$ cat src/rtl/perf_pkg.sv
// perf_pkg: shared constants and state type for the performance counter bank.
package perf_pkg;
  localparam int CNT_W_DEF = 32;
  localparam int NUM_CNT = 8;
  localparam int EV_RETIRE = 0;
  localparam int EV_STALL = 1;
  localparam int EV_FLUSH = 2;
  localparam int EV_BRANCH = 3;
  localparam int EV_MISPREDICT = 4;
  localparam int EV_LOAD = 5;
  localparam int EV_STORE = 6;
  typedef enum logic [1:0] {IDLE, RUN, STREAM} state_t;
endpackage

$ cat src/rtl/perf_counter_cell.sv
// perf_counter_cell: one event counter, clear beats increment.
// PERF_SATURATE_EN: hold at all-ones and raise sticky ovf; otherwise wrap with ovf tied low.
module perf_counter_cell #(
  parameter int WIDTH = 32
) (
  input  logic             clk,
  input  logic             rst,
  input  logic             inc,
  input  logic             clear,
  output logic [WIDTH-1:0] cnt,
  output logic             ovf
);
`ifdef PERF_SATURATE_EN
  always_ff @(posedge clk or negedge rst)
    if (!rst) begin
      cnt <= '0;
      ovf <= 1'b0;
    end else if (clear) begin
      cnt <= '0;
      ovf <= 1'b0;
    end else if (inc) begin
      if (&cnt) ovf <= 1'b1;
      else cnt <= cnt + WIDTH'(1);
    end
`else
  always_ff @(posedge clk or negedge rst)
    if (!rst) cnt <= '0;
    else if (clear) cnt <= '0;
    else if (inc) cnt <= cnt + WIDTH'(1);
  assign ovf = 1'b0;
`endif
endmodule

$ cat src/rtl/perf_counter_bank.sv
// perf_counter_bank: 8 performance counters with snapshot-and-stream readout.
// Define PERF_SATURATE_EN for saturating counters with sticky overflow flags.
module perf_counter_bank
  import perf_pkg::*;
#(
  parameter int CNT_W = CNT_W_DEF
) (
  input  logic               clk,
  input  logic               rst,
  input  logic               perf_enable,
  input  logic [EV_STORE:0]  ev,
  input  logic               clear,
  input  logic               snap_req,
  output logic               out_valid,
  input  logic               out_ready,
  output logic [2:0]         out_idx,
  output logic [CNT_W-1:0]   out_data,
  output logic               busy,
  output logic [NUM_CNT-1:0] ovf
);
  state_t state, state_nx;
  logic [NUM_CNT-1:0] inc;
  logic [CNT_W-1:0] cnt [NUM_CNT];
  logic [CNT_W-1:0] shadow [NUM_CNT];
  logic counting, snap, last;
  assign counting = perf_enable && state != IDLE;
  assign snap = snap_req && state != STREAM;
  assign last = out_ready && out_idx == 3'(NUM_CNT - 1);
  // counter 0 counts cycles, the rest follow their event strobe
  assign inc = {ev, 1'b1} & {NUM_CNT{counting}};
  for (genvar i = 0; i < NUM_CNT; i++) begin : g_cell
    perf_counter_cell #(.WIDTH(CNT_W)) u_cell (
      .clk(clk),
      .rst(rst),
      .inc(inc[i]),
      .clear(clear),
      .cnt(cnt[i]),
      .ovf(ovf[i])
    );
  end
  always_comb begin
    state_nx = state;
    if (state == STREAM) state_nx = last ? (perf_enable ? RUN : IDLE) : STREAM;
    else state_nx = snap_req ? STREAM : (perf_enable ? RUN : IDLE);
  end
  // shadow takes the pre-increment, pre-clear values on the capture edge
  always_ff @(posedge clk or negedge rst)
    if (!rst) begin
      state <= IDLE;
      out_idx <= '0;
      shadow <= '{default: '0};
    end else begin
      state <= state_nx;
      if (snap) begin
        shadow <= cnt;
        out_idx <= '0;
      end else if (busy && out_ready) out_idx <= out_idx + 3'd1;
    end
  assign busy = state == STREAM;
  assign out_valid = busy;
  assign out_data = shadow[out_idx];
endmodule

$ cat config.mk
export PLATFORM = sky130hd
export DESIGN_NAME = perf_counter_bank
export DESIGN_NICKNAME = d
export VERILOG_FILES = /design/src/rtl/perf_pkg.sv /design/src/rtl/perf_counter_cell.sv /design/src/rtl/perf_counter_bank.sv
export SDC_FILE = /design/constraint.sdc
export NUM_CORES = 1
export LEC_CHECK = 0
export CAP_MARGIN = 20
export CELL_PAD_IN_SITES_DETAIL_PLACEMENT = 0
export CELL_PAD_IN_SITES_GLOBAL_PLACEMENT = 1
export CORE_MARGIN = 2
export CORE_UTILIZATION = 30
export DETAILED_ROUTE_END_ITERATION = 8
export PLACE_DENSITY = 0.55
export SYNTH_ARGS = -nofsm -noshare
export SYNTH_HDL_FRONTEND = slang
export SYNTH_SLANG_ARGS = --single-unit
$ cat constraint.sdc
create_clock -name clk -period 2.3 [get_ports clk]
set_input_delay 0.46 -clock clk [delete_from_list [all_inputs] [get_ports clk]]
set_output_delay 0.46 -clock clk [all_outputs]
set_load 0.03 [all_outputs]
==> metrics.yaml <==
routing:
  wire_per_inst_um: 21.35
  firstDrtPassIters: 5
  vias: 21530
  wl_mm: 87.49
  via_per_inst: 5.255
  drtIter0Drc: 1942
  postRouteAntennaNets: 0
  drt_drc_violations_left: 0
floorplan:
  ios: 58
  die_y_um: 297.5
  rows: 107
  initial_core_util_pct: 30.31
  die_width_um: 297.5
  die-area_mm2: 0.08853
  core_mm2: 0.08528
power:
  p_leak_nw: 14.17
  vdd_drop_max_uv: 699.6
  power_mw: 24.82
  p_per_area_mw_per_mm2: 784.7
setup_path:
  crit_buf_inv: 4
  cp_top_family: "multiplexers"
  path_common_cell: "buf_12"
  slowest_stage: "dfrtp_4"
  critPathMaxStageDelay_ps: 510
  start_kind: "flip-flop"
  path_class: "flip-flop to output port"
  path_cells: "buf_12 -> buf_16 -> buf_12 -> mux4_2 -> mux2_4 -> buf_6"
  cp_max_fo: 9
  arrival_ps: 2530
  reg2reg_slack_ps: 110
  critical_path_required_ps: 1840
  worstSetupEndpointType: "output port"
logic_synthesis:
  synth.cells.most_frequent: "nand2_1 (823), dfrtp_1 (517), a21oi_1 (128)"
  async_reset_ff_share_pct: 100.0
  synth.largest_area_cell: "dfrtp_1"
  ys_seq_elements: 517
  ys_types: 57
  synthFlopType: "dfrtp_1"
  synthesis.area_mm2: 0.02585
  synth_area_leaders: "dfrtp_1 (50%), nand2_1 (12%), mux4_2 (5.6%)"
  yosysTopAreaCellShare_pct: 50.05
  yosysMostFrequentCell: "nand2_1"
  syn_area_per_cell_um2: 9.500
  synth_cells: 2721
  synth-edff-count: 0
  yosysSeqAreaShare_pct: 50.05
  ys_warn_count: 0
clock_tree:
  htreeDepth: 2
  cts_buffer_depth: 3
  cts_sinks: 517
  cts-buffers-inserted: 61
  insertion_delay_ps: 630
  clkTransAtPathRegs_ps: 60
  root_buffer: "clkbuf_16"
  cts_tree: "yes"
cells_and_area:
  drive_above_1_share_pct: 18.02
  finalInstanceArea_mm2: 0.03164
  final_nets: 2935
  final_cells: 4097
  antenna_cells: 0
  final_util_pct: 37.10
  area_growth_syn_to_layout_pct: 22.39
timing:
  tns_ps: -21000
  fin_skew_ps: 16.77
  setup_ws_ps: -693.6
  setup_viol: 33
  finalCriticalPeriod_ps: 2994
  finalCritPeriodShare_pct: 130.2
  hold_ws_ps: 229.8
  max_freq_ghz: 0.3340
  rsz0062_at_grt: "true"
  hold_viol: 0
  relSlewSlack_pct: 49.04
  worst_slew_pin_slew_ps: 762.9
  drv_slew: 0
run_status:
  outcome: "finished with violations"
  violations: "setup timing"
placement:
  placed_cells: 3973
  gp_congestion: 0.8348
  placement.cell_area_mm2: 0.02908
  hpwl_mm: 63.36
  portBuffers: 49
  place_ws_ps: -667.7
grt:
  grt_usage_pct: 19.81
  antenna_found_initial: 2
  grt_max_degree: 72
  grt_first_pass_wirelength_mm: 135.5
  grt_pass1_vias: 21330
  overflow: 0
hold_path:
  hold_path_class: "input pin to flip-flop"
flow_run:
  max_cap_violations: 0
[power breakdown]
part           leakage (nW)  switching (mW)  total, mW  internal [mW]
sequential             7.19           0.291       9.73           9.44
combinational          6.07            3.17       5.78           2.60
clock                 0.912            3.93       9.32           5.39
total                  14.2            7.39       24.8           17.4
[sequential cells by signal, indices dropped and copies added, names as in the netlist]
signal / flops
state: 2
g_cell.u_cell.cnt: 256
shadow: 256
out_idx: 3
[kinds of logic (layout without fill, tap and decap cells)]
group	count (synthesis)	count (layout)	share of synthesized area, %
mux	136	136	8.703
fa+ha+maj	10	10	0.4840
flops	517	517	50.05
simple gates	1445	1445	26.45
buf+inv	202	427	3.587
xor+xnor	79	79	2.677
compound gates	331	331	8.035
other cells	1	8	0.01451
[final timing paths]
| path | from | to | cells after the start |
|---|---|---|---|
| max in group asynchronous | rst | shadow[57] | 3 |
| setup / recovery | out_idx[0] | out_data[3] | 6 |
| min in group asynchronous | rst | shadow[103] | 2 |
| hold / removal | clear | g_cell[7].u_cell.cnt[22] | 2 |
| setup reg to reg | g_cell[2].u_cell.cnt[5] | g_cell[2].u_cell.cnt[20] | 5 |
| hold reg to reg | shadow[26] | shadow[26] | 2 |
[cell type report]
cell class | count | area [um^2]
clock buffer | 101 | 1849
clock inverter | 3 | 18.77
fill | 8554 | 53640
inverter | 27 | 101.3
multi-input combinational | 2009 | 12180
sequential | 517 | 12940
tap | 1144 | 1431
timing repair buffer | 296 | 3118
[cells in the final DEF, fill, tap and decap left out, types with 49 or more instances in the layout]
cell type / count
o31ai_1: 79
nand2_1: 823
nor4_1: 49
nand4_1: 86
o21ai_0: 63
clkbuf_16: 63
dfrtp_1: 514
mux4_2: 64
a21oi_1: 128
nand3_1: 70
buf_4: 192
nor2_1: 125
or4_1: 85
[per-layer routing]
metal  up-vias  share of wire, %  track usage, %
li1      10010                 -               -
met1     10900                49           29.73
met2       522                43           29.48
met3       100               5.5           3.345
met4         2               2.2           4.834
met5         -            0.0080               0
[repair_timing]
action,CTS,global route
gates cloned,6,0
resized for setup,90,4
hold buffers,1,0
endpoints found under the hold margin,29,0
setup endpoints to repair,36,44
buffers inserted,9,5
No activity file was read; power rests on OpenSTA's default activity.
